**src/rtl/deser_frame_ctrl_pkg.sv**
```systemverilog
// -----------------------------------------------------------------------------
// deser_frame_ctrl_pkg
//   Shared definitions for the receive-path deserialiser frame controller:
//   FSM state encoding and the default word width / sync pattern.
// -----------------------------------------------------------------------------
package deser_frame_ctrl_pkg;

    typedef enum logic [1:0] {
        ST_IDLE    = 2'd0,
        ST_HUNT    = 2'd1,
        ST_COLLECT = 2'd2,
        ST_DRAIN   = 2'd3
    } state_t;

    localparam int         DEFAULT_WIDTH     = 8;
    localparam logic [7:0] DEFAULT_SYNC_WORD = 8'hA5;

endpackage

```
**src/rtl/deser_frame_ctrl_if.sv**
```systemverilog
// -----------------------------------------------------------------------------
// deser_frame_ctrl_if
//   Word delivery bus from the frame controller to the downstream framer.
//   Ports (signals):
//     word_data  [WIDTH]  holding register contents
//     word_valid          word_data is valid
//     word_last           qualifies word_valid: last word of the frame
//     word_ready          downstream accepts when word_valid & word_ready
//   Modports: master = controller side, slave = framer side.
// -----------------------------------------------------------------------------
interface deser_frame_ctrl_if
    import deser_frame_ctrl_pkg::*;
#(
    parameter int WIDTH = DEFAULT_WIDTH
);

    logic [WIDTH-1:0] word_data;
    logic             word_valid;
    logic             word_last;
    logic             word_ready;

    modport master (
        output word_data,
        output word_valid,
        output word_last,
        input  word_ready
    );

    modport slave (
        input  word_data,
        input  word_valid,
        input  word_last,
        output word_ready
    );

endinterface

```
**src/rtl/deser_frame_ctrl_sipo.sv**
```systemverilog
// -----------------------------------------------------------------------------
// deser_frame_ctrl_sipo
//   Serial-in/parallel-out shift register with no enable. Every clock it either
//   loads seed (load=1) or shifts data in at bit 0 toward the MSB (load=0).
//   Holding is done by the caller loading q back as seed.
//   Ports:
//     clk    in   rising-edge clock
//     reset  in   asynchronous active-low reset (q <= 0)
//     load   in   1: q <= seed, 0: q <= {q[n-2:0], data}
//     seed   in   parallel load value
//     data   in   serial input bit
//     q      out  register contents
// -----------------------------------------------------------------------------
module deser_frame_ctrl_sipo #(
    parameter int n = 8
) (
    input  logic         clk,
    input  logic         reset,
    input  logic         load,
    input  logic [n-1:0] seed,
    input  logic         data,
    output logic [n-1:0] q
);

    // NOTE: registers are written with non-blocking assignments so every flop
    // samples pre-edge values regardless of block evaluation order.
    always_ff @(posedge clk or negedge reset) begin
        if (!reset) begin
            q <= '0;
        end else if (load) begin
            q <= seed;
        end else begin
            q <= {q[n-2:0], data};
        end
    end

endmodule

```
**src/rtl/deser_frame_ctrl.sv**
```systemverilog
// -----------------------------------------------------------------------------
// deser_frame_ctrl
//   Receive-path deserialiser controller. Hunts for SYNC_WORD in the strobed
//   serial stream, then collects FRAME_WORDS words of WIDTH bits and presents
//   each on a valid/ready bus. Drives the SIPO register's load/seed/data to
//   clear, hold or shift it.
//   Ports:
//     clk        in   rising-edge clock
//     reset      in   asynchronous active-low reset
//     rx_bit     in   serial data, sampled when rx_bit_en=1
//     rx_bit_en  in   bit strobe (arbitrary gaps allowed)
//     start      in   arm the receiver (honoured in IDLE only)
//     abort      in   drop the frame, highest priority, any state
//     word_if    master side of the word bus (data/valid/last out, ready in)
//     busy       out  state != IDLE
//     locked     out  sync found, frame in progress (COLLECT/DRAIN)
//     overrun    out  sticky: a captured word was dropped; cleared by start
// -----------------------------------------------------------------------------
module deser_frame_ctrl
    import deser_frame_ctrl_pkg::*;
#(
    parameter int               WIDTH       = DEFAULT_WIDTH,
    parameter logic [WIDTH-1:0] SYNC_WORD   = WIDTH'(DEFAULT_SYNC_WORD),
    parameter int               FRAME_WORDS = 4
) (
    input  logic               clk,
    input  logic               reset,
    input  logic               rx_bit,
    input  logic               rx_bit_en,
    input  logic               start,
    input  logic               abort,
    deser_frame_ctrl_if.master word_if,
    output logic               busy,
    output logic               locked,
    output logic               overrun
);

    localparam int BCW = $clog2(WIDTH + 1);
    localparam int WCW = $clog2(FRAME_WORDS + 1);

    localparam logic [BCW-1:0] BIT_LAST  = BCW'(WIDTH - 1);
    localparam logic [BCW-1:0] FILL_FULL = BCW'(WIDTH);
    localparam logic [WCW-1:0] WORD_LAST = WCW'(FRAME_WORDS - 1);

    state_t           state;
    logic [BCW-1:0]   fill_cnt;
    logic [BCW-1:0]   bit_cnt;
    logic [WCW-1:0]   word_cnt;

    logic             sr_load;
    logic [WIDTH-1:0] sr_seed;
    logic [WIDTH-1:0] sr_q;
    logic [WIDTH-1:0] nxt;
    logic             accept;
    logic             cap_last;

    // Register contents as they will be after this strobe; sync compare and
    // word capture both look at this so they see the bit arriving now.
    assign nxt      = {sr_q[WIDTH-2:0], rx_bit};
    assign accept   = word_if.word_valid & word_if.word_ready;
    assign cap_last = (word_cnt == WORD_LAST);

    deser_frame_ctrl_sipo #(
        .n (WIDTH)
    ) u_sipo (
        .clk   (clk),
        .reset (reset),
        .load  (sr_load),
        .seed  (sr_seed),
        .data  (rx_bit),
        .q     (sr_q)
    );

    // Shift-register control: hold by default (load own value back), clear on
    // abort or accepted start, shift only on strobes while hunting/collecting.
    // NOTE: every always_comb output gets a default first so no path leaves it
    // unassigned, which would otherwise infer a latch.
    always_comb begin
        sr_load = 1'b1;
        sr_seed = sr_q;
        if (abort) begin
            sr_seed = '0;
        end else begin
            unique case (state)
                ST_IDLE:            if (start) sr_seed = '0;
                ST_HUNT, ST_COLLECT: if (rx_bit_en) sr_load = 1'b0;
                default:            ;
            endcase
        end
    end

    always_ff @(posedge clk or negedge reset) begin
        if (!reset) begin
            state              <= ST_IDLE;
            fill_cnt           <= '0;
            bit_cnt            <= '0;
            word_cnt           <= '0;
            word_if.word_data  <= '0;
            word_if.word_valid <= 1'b0;
            word_if.word_last  <= 1'b0;
            busy               <= 1'b0;
            locked             <= 1'b0;
            overrun            <= 1'b0;
        end else if (abort) begin
            // overrun deliberately survives an abort; only start clears it.
            state              <= ST_IDLE;
            fill_cnt           <= '0;
            bit_cnt            <= '0;
            word_cnt           <= '0;
            word_if.word_valid <= 1'b0;
            word_if.word_last  <= 1'b0;
            busy               <= 1'b0;
            locked             <= 1'b0;
        end else begin
            // Acceptance retires the held word; a capture below in the same
            // cycle overrides this with the new word.
            if (accept) begin
                word_if.word_valid <= 1'b0;
                word_if.word_last  <= 1'b0;
            end

            unique case (state)
                ST_IDLE: begin
                    if (start) begin
                        state    <= ST_HUNT;
                        busy     <= 1'b1;
                        overrun  <= 1'b0;
                        fill_cnt <= '0;
                        bit_cnt  <= '0;
                        word_cnt <= '0;
                    end
                end

                ST_HUNT: begin
                    if (rx_bit_en) begin
                        if (fill_cnt != FILL_FULL) fill_cnt <= fill_cnt + BCW'(1);
                        // fill_cnt gate: nxt only holds real bits once WIDTH
                        // of them have been shifted in since start.
                        if (fill_cnt >= BIT_LAST && nxt == SYNC_WORD) begin
                            state    <= ST_COLLECT;
                            locked   <= 1'b1;
                            bit_cnt  <= '0;
                            word_cnt <= '0;
                        end
                    end
                end

                ST_COLLECT: begin
                    if (rx_bit_en) begin
                        if (bit_cnt == BIT_LAST) begin
                            bit_cnt  <= '0;
                            word_cnt <= word_cnt + WCW'(1);
                            if (!word_if.word_valid || word_if.word_ready) begin
                                word_if.word_data  <= nxt;
                                word_if.word_valid <= 1'b1;
                                word_if.word_last  <= cap_last;
                            end else begin
                                // Held word not taken yet: keep it, drop the new one.
                                overrun <= 1'b1;
                            end
                            if (cap_last) state <= ST_DRAIN;
                        end else begin
                            bit_cnt <= bit_cnt + BCW'(1);
                        end
                    end
                end

                ST_DRAIN: begin
                    if (!word_if.word_valid || accept) begin
                        state    <= ST_IDLE;
                        busy     <= 1'b0;
                        locked   <= 1'b0;
                        fill_cnt <= '0;
                        bit_cnt  <= '0;
                        word_cnt <= '0;
                    end
                end

                default: state <= ST_IDLE;
            endcase
        end
    end

endmodule

```
**src/flat_wrapper.sv**
```systemverilog
// flat-port wrapper written by rule: the top's interface ports become plain ports
module deser_frame_ctrl_flat import deser_frame_ctrl_pkg::*;
#(
    parameter int               WIDTH       = DEFAULT_WIDTH,
    parameter logic [WIDTH-1:0] SYNC_WORD   = WIDTH'(DEFAULT_SYNC_WORD),
    parameter int               FRAME_WORDS = 4
)
  (clk, reset, rx_bit, rx_bit_en, start, abort, busy, locked, overrun, word_if_word_data, word_if_word_valid, word_if_word_last, word_if_word_ready);
  deser_frame_ctrl_if #(.WIDTH(WIDTH)) word_if_i ();
  input  logic clk;
  input  logic reset;
  input  logic rx_bit;
  input  logic rx_bit_en;
  input  logic start;
  input  logic abort;
  output logic busy;
  output logic locked;
  output logic overrun;
  output wire logic [$bits(word_if_i.word_data)-1:0] word_if_word_data;
  output wire logic [$bits(word_if_i.word_valid)-1:0] word_if_word_valid;
  output wire logic [$bits(word_if_i.word_last)-1:0] word_if_word_last;
  input wire logic [$bits(word_if_i.word_ready)-1:0] word_if_word_ready;
  assign word_if_word_data = word_if_i.word_data;
  assign word_if_word_valid = word_if_i.word_valid;
  assign word_if_word_last = word_if_i.word_last;
  assign word_if_i.word_ready = word_if_word_ready;
  deser_frame_ctrl #(.WIDTH(WIDTH), .SYNC_WORD(SYNC_WORD), .FRAME_WORDS(FRAME_WORDS)) u_core (.clk(clk), .reset(reset), .rx_bit(rx_bit), .rx_bit_en(rx_bit_en), .start(start), .abort(abort), .word_if(word_if_i), .busy(busy), .locked(locked), .overrun(overrun));
endmodule
```
**config.mk**
```make
export PLATFORM = sky130hd
export DESIGN_NAME = deser_frame_ctrl_flat
export DESIGN_NICKNAME = d
export VERILOG_FILES = /design/src/rtl/deser_frame_ctrl_pkg.sv /design/src/rtl/deser_frame_ctrl_if.sv /design/src/rtl/deser_frame_ctrl_sipo.sv /design/src/rtl/deser_frame_ctrl.sv /design/src/flat_wrapper.sv
export SDC_FILE = /design/constraint.sdc
export NUM_CORES = 1
export LEC_CHECK = 0
export CAP_MARGIN = 25
export CORE_UTILIZATION = 40
export CTS_CLUSTER_SIZE = 24
export DETAILED_ROUTE_END_ITERATION = 7
export GPL_ROUTABILITY_DRIVEN = 0
export PLACE_DENSITY = 0.59
export RECOVER_POWER = 50
export SYNTH_ARGS = -nofsm -noshare
export SYNTH_HDL_FRONTEND = slang
export SYNTH_SLANG_ARGS = --single-unit
```
**constraint.sdc**
```tcl
create_clock -name clk -period 2.2 [get_ports clk]
set_input_delay 0.66 -clock clk [delete_from_list [all_inputs] [get_ports clk]]
set_output_delay 0.66 -clock clk [all_outputs]
set_load 0.1 [all_outputs]
```
==> flow_metrics.py, run 1 <==
metrics = {
    "setup_path": {
        "end_kind": "register",
        "start_kind": "input pin",
        "worstSetupPathType": "input pin to register",
        "path_cells": "clkdlybuf4s50_1, or4bb_1, o221ai_2, or2_1, mux2_4",
        "arrival_ns": 2.25,
        "cp_data_required_time_ns": 2.37,
        "cpMaxStageDelayCell": "or4bb_1",
        "cp_slowest_stage_delay_ns": 0.54,
        "cp_max_fo": 6,
    },
    "place": {
        "dp_cells": 250,
        "port-buffer-count": 19,
        "dp_hpwl_mm": 2.95,
        "dp_slack_ns": -0.288,
    },
    "logic_synthesis": {
        "yosys_warnings": 0,
        "synth_top_family_by_area": "compound AO/OA/AOI/OAI gates",
        "netlist.area_leader.share": 0.457,
        "synthCells": 159,
        "synth_edf_count": 0,
        "synth_compound_area_frac": 0.196,
        "syn_avg_cell_area_um2": 11.4,
        "synth.most_common_cell": "dfrtp_1",
        "synth_adder_area_share": 0.0624,
        "yosysUniqueCellTypes": 52,
        "synth_nets": 175,
        "ys.flop_type": "dfrtp_1",
        "netlist_top_cells_count": "dfrtp_1 (33), ha_1 (9), inv_1 (9), mux2_2 (8), o21ai_0 (8)",
        "synthMuxAreaShare": 0.0693,
        "yosys.area_share.simple": 0.185,
        "ys_seq_area_frac": 0.457,
        "synthXorXnorAreaFrac": 0,
        "ys_ff_latch": 33,
        "synthArstFlopShare": 1.00,
        "yosysTopAreaCell": "dfrtp_1",
        "synthTopCellsByArea": "dfrtp_1 (46%), ha_1 (6.2%), mux2_2 (5.0%)",
        "syn_area_um2": 1810,
    },
    "clock_network": {
        "cts_tree": "done",
        "clkLatencyLatePin_ns": 0.28,
        "cts_buffer_depth": 2,
        "post_cts_buffers": 0,
        "cts_num_sinks": 33,
        "cts_hold_buf": 0,
        "clk_transition_reported_paths_ns": 0.07,
        "clockRootBuffer": "clkbuf_8",
        "htree_levels": 2,
        "cts_buffers": 5,
    },
    "global_route": {
        "grt_usage": 0.179,
        "grt_antenna_before_repair": 0,
        "grt_pass1_wl_mm": 6.73,
        "grt_max_degree": 34,
        "grt_pass1_vias": 1441,
        "gr-total-overflow": 0,
    },
    "pwr": {
        "power.density_nw_per_um2": 902,
        "leakagePower_nw": 1.08,
        "max-vdd-ir-drop_mv": 0.346,
        "finalPower_w": 0.00210,
    },
    "final_layout": {
        "drive_gt1_frac": 0.330,
        "fillers": 374,
        "fin_cells": 258,
        "area_growth_pct": 28.8,
        "num-nets-final": 221,
        "antenna_cells": 0,
    },
    "worst_hold_path": {
        "worst_hold_path_type": "register to register",
    },
    "sta": {
        "hold_viol_final": 0,
        "slew_viol_final": 0,
        "period_share": 0.946,
        "worstMarginPinSlew_ns": 0.827,
        "skew_ns": 0.00474,
        "timing.final.ws_setup_ns": 0.118,
        "slew_headroom": 0.449,
        "tns_ns": 0,
        "setup_viol": 0,
        "rsz0062_at_grt": "false",
        "min_period_ns": 2.08,
        "fmax_ghz": 0.480,
    },
    "floorplanning": {
        "die_w_um": 69.2,
        "rows": 24,
        "ios": 20,
        "start_util": 0.415,
        "dieArea_um2": 4790,
        "die_h_um": 69.2,
        "coreArea_um2": 4350,
    },
    "detailed_routing": {
        "dr.pass1.iters": 4,
        "viasPerCell": 5.46,
        "drt_iter0_markers": 70,
        "drc": 0,
        "vias": 1408,
        "antenna_left": 0,
        "avgRoutedWirePerCell_um": 15.3,
        "finalWirelength_mm": 3.94,
    },
    "job": {
        "drv_cap": 0,
    },
    "outcome": {
        "status": "finished, final reports clean",
    },
}
[worst max-delay path, delay by kind of cell]
family	cells	cell delay, ns
AO/OA/AOI/OAI	1	0.09
buffers and inverters	1	0.49
multiplexers	1	0.30
AND/OR/NAND/NOR	2	0.71
[timing repair]
item | 4_1_cts | 5_1_grt
gates resized for setup | 0 | 1
endpoints found under the setup margin | 0 | 7
endpoints found under the hold margin | 0 | 0
[flip-flops by register name, indices dropped and copies added (netlist names)]
signal	cells
u_core.fill_cnt	4
u_core.locked	1
u_core.state	2
u_core.word_if.word_data	8
u_core.u_sipo.q	7
u_core.word_if.word_last	1
u_core.word_cnt	3
u_core.word_if.word_valid	1
u_core.overrun	1
u_core.busy	1
u_core.bit_cnt	4
[through the flow]
stage / hold WS [ns] / util / instance area, um2
after floorplan: 0.364 / - / 1810
after global placement: 0.467 / 0.509 / 2210
after detailed placement: 0.488 / 0.509 / 2210
after CTS: 0.497 / 0.535 / 2330
after global routing: 0.520 / 0.534 / 2320
final: 0.491 / 0.534 / 2320
[cell families after synthesis]
family / Yosys count
compound gates: 45
buf+inv: 13
flops: 33
simple gates: 48
mux: 11
fa+ha+maj: 9
[layout by cell type (no fill, tap or decap), drive strengths merged, types with 2 or more instances in the layout]
| cell | count |
|---|---|
| a211oi | 2 |
| o22ai | 2 |
| nand2b | 7 |
| o211ai | 2 |
| a311oi | 2 |
| nand2 | 5 |
| a21o | 3 |
| ha | 9 |
| clkdlybuf4s50 | 5 |
| buf | 33 |
| a21oi | 4 |
| nand3b | 5 |
| o21ai | 8 |
| clkbuf | 11 |
| o31ai | 6 |
| a22o | 8 |
| dfrtp | 33 |
| nor2b | 2 |
| nor4b | 2 |
| nor2 | 7 |
| inv | 9 |
| mux2 | 9 |
| mux2i | 2 |
| or2 | 5 |
| a31oi | 2 |
[worst paths after layout]
check | to | slack (ns) | startpoint | cells past startpoint
max | u_core.bit_cnt[0] | 0.12 | abort | 5
min | u_core.word_cnt[0] | 0.49 | u_core.word_cnt[0] | 1
max reg2reg | u_core.word_cnt[1] | 0.25 | u_core.state[0] | 7
min reg2reg | u_core.word_cnt[0] | 0.49 | u_core.word_cnt[0] | 1
max in group asynchronous | u_core.word_if.word_data[5] | 0.67 | reset | 2
min in group asynchronous | u_core.locked | 1.00 | reset | 2
[per-layer routing]
layer  global-route usage  share of wire  wire length (um)  up-vias
met3               0.0538          0.039               155        9
met2                0.272           0.45              1770       23
met4               0.0726          0.018                72        0
met1                0.237           0.49              1940      685
met5                    0              0                 0        -
li1                     -              -                 -      691
[area by class of cell]
type	count	area, um2	share of cell area
multi-input combinational	113	931	0.400
sequential	33	826	0.355
timing repair buffer	43	353	0.152
clock buffer	7	86.3	0.0371
tap	52	65.1	0.0280
inverter	9	33.8	0.0145
clock inverter	1	30.0	0.0129
[power by group]
group | switching [W] | internal [W]
combinational | 0.000454 | 0.000338
sequential | 0.0000590 | 0.000656
clock | 0.000221 | 0.000369
total | 0.000734 | 0.00136
No activity file was read; power rests on OpenSTA's default activity.
==> inputs of run 2 (changes only) <==
--- a/config.mk
+++ b/config.mk
@@ -12,6 +12,8 @@
 export GPL_ROUTABILITY_DRIVEN = 0
 export PLACE_DENSITY = 0.59
 export RECOVER_POWER = 50
+export SETUP_SLACK_MARGIN = 0.1
+export SKIP_CTS_REPAIR_TIMING = 1
 export SYNTH_ARGS = -nofsm -noshare
 export SYNTH_HDL_FRONTEND = slang
 export SYNTH_SLANG_ARGS = --single-unit
==> run 2 against run 1 <==
  * Sequential share of layout area is essentially flat
  * Sequential power about the same
  * Combinational power about the same
  * Cell count unchanged
  * Worst setup slack better by 0.029 ns
  * First-iteration DRC count unchanged
  * Final area rose by 0.11%
  * Core utilization grew 0.057 points
  * Wire length about the same
  * Register-to-register slack about the same
  * Global-route usage is the same
  * Worst hold slack unchanged
==> flow_metrics.py, run 2 (synthesis results as in run 1) <==
metrics = {
    "outcome": {
        "status": "finished, final reports clean",
    },
    "place": {
        "port-buffer-count": 19,
        "dp_cells": 250,
        "dp_hpwl_mm": 2.95,
    },
    "clock_network": {
        "clk_transition_reported_paths_ns": 0.06,
        "cts_num_sinks": 33,
        "cts_tree": "done",
        "htree_levels": 2,
        "clockRootBuffer": "clkbuf_8",
        "cts_buffers": 5,
        "clkLatencyLatePin_ns": 0.28,
        "cts_buffer_depth": 2,
    },
    "setup_path": {
        "cp_slowest_stage_delay_ns": 0.48,
        "cpMaxStageDelayCell": "clkdlybuf4s50_1",
        "end_kind": "register",
        "reg2reg_from": "u_core.state[0]",
        "r2r_slack_ns": 0.25,
        "cp_data_required_time_ns": 2.37,
        "reg2regPathDepth": 7,
        "r2r_end": "u_core.word_cnt[1]",
        "start_kind": "input pin",
        "arrival_ns": 2.22,
        "worstSetupPathType": "input pin to register",
        "critPathLaunch": "rx_bit",
        "path_cells": "clkdlybuf4s50_1, and4b_1, a31oi_4, or2_1, buf_4, a22o_1",
        "cp_max_fo": 6,
    },
    "worst_hold_path": {
        "whs_endpoint": "u_core.word_cnt[0]",
        "holdPathStages": 1,
        "worstHoldStart": "u_core.word_cnt[0]",
        "worst_hold_path_type": "register to register",
    },
    "detailed_routing": {
        "finalWirelength_mm": 3.93,
        "antenna_left": 0,
        "drc": 0,
        "dr.pass1.iters": 4,
        "viasPerCell": 5.46,
        "drt_iter0_markers": 70,
        "vias": 1409,
        "avgRoutedWirePerCell_um": 15.2,
    },
    "job": {
        "drv_cap": 0,
    },
    "global_route": {
        "grt_pass1_vias": 1441,
        "gr-total-overflow": 0,
        "grt_pass1_wl_mm": 6.73,
        "grt_max_degree": 34,
        "grt_usage": 0.179,
        "grt_antenna_before_repair": 0,
    },
    "sta": {
        "slew_viol_final": 0,
        "skew_ns": 0.00474,
        "min_period_ns": 2.05,
        "fmax_ghz": 0.487,
        "slew_headroom": 0.448,
        "hold_viol_final": 0,
        "tns_ns": 0,
        "worstMarginPinSlew_ns": 0.828,
        "setup_viol": 0,
        "rsz0062_at_grt": "false",
        "period_share": 0.933,
    },
    "final_layout": {
        "fin_cells": 258,
        "area_growth_pct": 28.9,
        "largest-register": "u_core.word_if.word_data",
        "drive_gt1_frac": 0.330,
        "layout_common_cells": "dfrtp_1 (33), buf_4 (31), inv_1 (9), ha_1 (9)",
        "layout_commonest_cell": "dfrtp_1",
        "antenna_cells": 0,
        "reg_top3": "u_core.word_if.word_data x8, u_core.u_sipo.q x7",
        "num-nets-final": 221,
        "largest_reg_flops": 8,
    },
    "pwr": {
        "power.density_nw_per_um2": 901,
        "leakagePower_nw": 1.09,
        "max-vdd-ir-drop_mv": 0.346,
    },
    "floorplanning": {
        "coreArea_um2": 4350,
        "die_w_um": 69.2,
        "die_h_um": 69.2,
        "rows": 24,
        "start_util": 0.415,
        "ios": 20,
        "dieArea_um2": 4790,
    },
}
run 2: cell count changes in the layout (fill, tap and decap cells not counted):
cell	delta
clkdlybuf4s50_1	-1
dlymetal6s2s_1	+1
run 2: cell type report:
cell class | count | area [um2]
Inverter | 9 | 33.8
Multi-Input combinational cell | 113 | 931
Clock buffer | 7 | 86.3
Fill cell | 375 | 2030
Clock inverter | 1 | 30.0
Tap cell | 52 | 65.1
Sequential cell | 33 | 826
Timing Repair Buffer | 43 | 355
run 2: how the worst max path moves through the flow:
stage,end,slack [ns],cells after the start
4_1_cts,u_core.u_sipo.q[1],0.006,5
3_5_place_dp,u_core.u_sipo.q[1],-0.29,5
5_1_grt,u_core.bit_cnt[2],0.10,6
6_report,u_core.bit_cnt[2],0.15,6
2_1_floorplan,u_core.bit_cnt[0],0.17,5
3_3_place_gp,u_core.u_sipo.q[0],-0.18,5
run 2: power by group:
part	total [W]	leakage [nW]	internal, W	switching, W
clock	0.000590	0.0585	0.000369	0.000221
combinational	0.000791	0.575	0.000338	0.000454
sequential	0.000715	0.456	0.000656	0.0000590
run 2: metrics by stage:
stage	hold slack (ns)	setup slack [ns]	total power, W	cell area [um2]	util
5_1_grt	0.520	0.104	0.00223	2330	0.534
3_5_place_dp	0.488	-0.288	0.00151	2210	0.509
3_3_place_gp	0.467	-0.179	0.00149	2210	0.509
4_1_cts	0.497	0.00573	0.00212	2330	0.535
6_report	0.491	0.146	0.00210	2330	0.534
2_1_floorplan	0.364	0.171	0.00124	1810	-
run 2: critical path: cells and delay by family:
| family | cells | cell delay [ns] |
|---|---|---|
| buf+inv | 2 | 0.65 |
| compound gates | 2 | 0.36 |
| simple gates | 2 | 0.55 |
run 2: metal layers:
layer  share of wire  GRT usage  vias to the layer above
met3           0.039     0.0538                        9
met1            0.49      0.237                      686
met5               0          0                        -
met4           0.018     0.0726                        0
li1                -          -                      691
met2            0.45      0.272                       23
==> inputs of run 3 (changes only) <==
--- a/config.mk
+++ b/config.mk
@@ -5,11 +5,11 @@
 export SDC_FILE = /design/constraint.sdc
 export NUM_CORES = 1
 export LEC_CHECK = 0
+export ABC_AREA = 1
 export CAP_MARGIN = 25
 export CORE_UTILIZATION = 40
 export CTS_CLUSTER_SIZE = 24
 export DETAILED_ROUTE_END_ITERATION = 7
-export GPL_ROUTABILITY_DRIVEN = 0
 export PLACE_DENSITY = 0.59
 export RECOVER_POWER = 50
 export SETUP_SLACK_MARGIN = 0.1
==> run 3 against run 2 <==
  * The run now ends with design-rule violations left
  * Cell count is 16% higher
  * Worst setup slack better by 0.12 ns
  * Clock power down 3%
  * Highest routed layer unchanged
==> flow_metrics.py, run 3 <==
metrics = {
    "global_route": {
        "grt_usage": 0.161,
        "gr-max-usage-layer": "met2",
        "grtUsageMet2": 0.251,
        "grt_antenna_before_repair": 0,
        "gr-total-overflow": 0,
        "grt_max_degree": 34,
        "grt_pass1_vias": 1417,
        "use_met1": 0.225,
        "grt_pass1_wl_mm": 6.32,
        "met3_usage": 0.0346,
    },
    "final_layout": {
        "largest_reg_flops": 8,
        "drive_gt1_frac": 0.247,
        "layout_common_cells": "nand2_1 (52), dfrtp_1 (33), inv_1 (29)",
        "postLayoutCoreUtil": 0.498,
        "fin_cells": 299,
        "layout_commonest_cell": "nand2_1",
        "fillers": 457,
        "largest-register": "u_core.word_if.word_data",
        "antenna_cells": 0,
        "reg_top3": "u_core.word_if.word_data x8, u_core.u_sipo.q x7",
        "num-nets-final": 262,
        "area_growth_pct": 18.0,
    },
    "floorplanning": {
        "dieArea_um2": 4970,
        "start_util": 0.422,
        "die_w_um": 70.5,
        "die_h_um": 70.5,
        "ios": 20,
        "rows": 24,
        "coreArea_um2": 4440,
    },
    "logic_synthesis": {
        "synth_edf_count": 0,
        "synthCells": 217,
        "synth.most_common_cell": "nand2_1",
        "ys_seq_area_frac": 0.440,
        "ys_ff_latch": 33,
        "syn_area_um2": 1880,
        "yosysUniqueCellTypes": 27,
        "synthTopCellsByArea": "dfrtp_1 (44%), nand2_1 (10%), ha_1 (6.0%)",
        "netlist.area_leader.share": 0.440,
        "ys.flop_type": "dfrtp_1",
        "syn_avg_cell_area_um2": 8.65,
        "yosysTopAreaCell": "dfrtp_1",
        "netlist_top_cells_count": "nand2_1 (52), dfrtp_1 (33), inv_1 (29), nor2_1 (16), nand3_1 (13)",
        "synth_nets": 233,
        "yosys_warnings": 0,
        "synthArstFlopShare": 1.00,
    },
    "setup_path": {
        "cp_max_fo": 6,
        "worstSetupPathType": "input pin to register",
        "start_kind": "input pin",
        "arrival_ns": 2.15,
        "end_kind": "register",
        "cp_data_required_time_ns": 2.41,
    },
    "detailed_routing": {
        "dr.pass1.iters": 6,
        "viasPerCell": 4.81,
        "finalWirelength_mm": 3.46,
        "antenna_left": 0,
        "drt_iter0_markers": 61,
        "vias": 1439,
        "avgRoutedWirePerCell_um": 11.6,
        "drc": 2,
    },
    "clock_network": {
        "cts_tree": "done",
        "clkLatencyLatePin_ns": 0.28,
        "cts_buffer_depth": 2,
        "clockRootBuffer": "clkbuf_8",
        "cts_buffers": 5,
        "cts_num_sinks": 33,
        "clk_transition_reported_paths_ns": 0.07,
        "htree_levels": 2,
    },
    "place": {
        "place_congestion": 0.771,
        "dp_hpwl_mm": 2.62,
        "dp_cells": 291,
        "port-buffer-count": 19,
    },
    "job": {
        "drv_cap": 0,
    },
    "sta": {
        "skew_ns": 0.00928,
        "worstMarginPinSlew_ns": 0.802,
        "fmax_ghz": 0.516,
        "rsz0062_at_grt": "false",
        "tns_ns": 0,
        "whs_ns": 0.477,
        "min_period_ns": 1.94,
        "slew_headroom": 0.465,
        "period_share": 0.881,
        "hold_viol_final": 0,
        "slew_viol_final": 0,
        "setup_viol": 0,
    },
    "outcome": {
        "status": "complete, but fails checks",
        "violations": "design-rule violations",
    },
    "worst_hold_path": {
        "worst_hold_path_type": "register to register",
    },
    "pwr": {
        "power.density_nw_per_um2": 878,
        "max-vdd-ir-drop_mv": 0.456,
        "leakagePower_nw": 1.13,
    },
}
run 3: path summary, 6_finish.rpt:
path / slack (ns) / to / startpoint / depth (start not counted)
max: 0.26 / u_core.bit_cnt[0] / abort / 6
min in group asynchronous: 0.99 / u_core.word_if.word_data[6] / reset / 2
min reg2reg: 0.48 / u_core.word_cnt[2] / u_core.word_cnt[2] / 2
max in group asynchronous: 0.69 / u_core.state[1] / reset / 2
min: 0.48 / u_core.word_cnt[2] / u_core.word_cnt[2] / 2
max reg2reg: 0.59 / u_core.bit_cnt[0] / u_core.state[0] / 7
run 3: metal layers:
layer / up-vias / wire [um]
met4: 0 / 27
met2: 13 / 1590
met1: 665 / 1740
met3: 2 / 101
met5: - / 0
li1: 759 / -
run 3: per-stage QoR:
stage / setup WS (ns) / area, um2 / power, W
3_3_place_gp: 0.0752 / 2130 / 0.00141
6_report: 0.261 / 2210 / 0.00195
3_5_place_dp: 0.0718 / 2130 / 0.00140
2_1_floorplan: 0.484 / 1880 / 0.00125
4_1_cts: 0.358 / 2240 / 0.00198
5_1_grt: 0.161 / 2210 / 0.00207
run 3: cell type report:
class                      instances  area, um2  share of cell area
sequential                        33        826               0.373
clock buffer                       5       68.8              0.0311
multi-input combinational        151        912               0.412
inverter                          31        116              0.0525
timing repair buffer              24        180              0.0814
tap                               52       65.1              0.0294
clock inverter                     3       46.3              0.0209
run 3: report_power, final:
part / leakage (nW) / internal [W] / total, W / switching [W]
sequential: 0.454 / 0.000665 / 0.000719 / 0.0000539
combinational: 0.624 / 0.000186 / 0.000651 / 0.000465
clock: 0.0543 / 0.000339 / 0.000575 / 0.000236
run 3: logic make-up (layout without fill, tap and decap cells):
| kind of cell | count (synthesis) | in the layout | share of synthesized area |
|---|---|---|---|
| buf+inv | 33 | 63 | 0.0740 |
| fa+ha+maj | 9 | 9 | 0.0600 |
| xor+xnor | 1 | 1 | 0.00467 |
| simple gates | 113 | 113 | 0.313 |
| flops | 33 | 33 | 0.440 |
| compound gates | 28 | 28 | 0.109 |
run 3: worst max-delay path: stages:
cell	delay [ns]
dlygate4sd3_1	0.63
buf_4	0.20
nor2_4	0.12
nand2_1	0.15
or2_1	0.25
o21ai_2	0.13
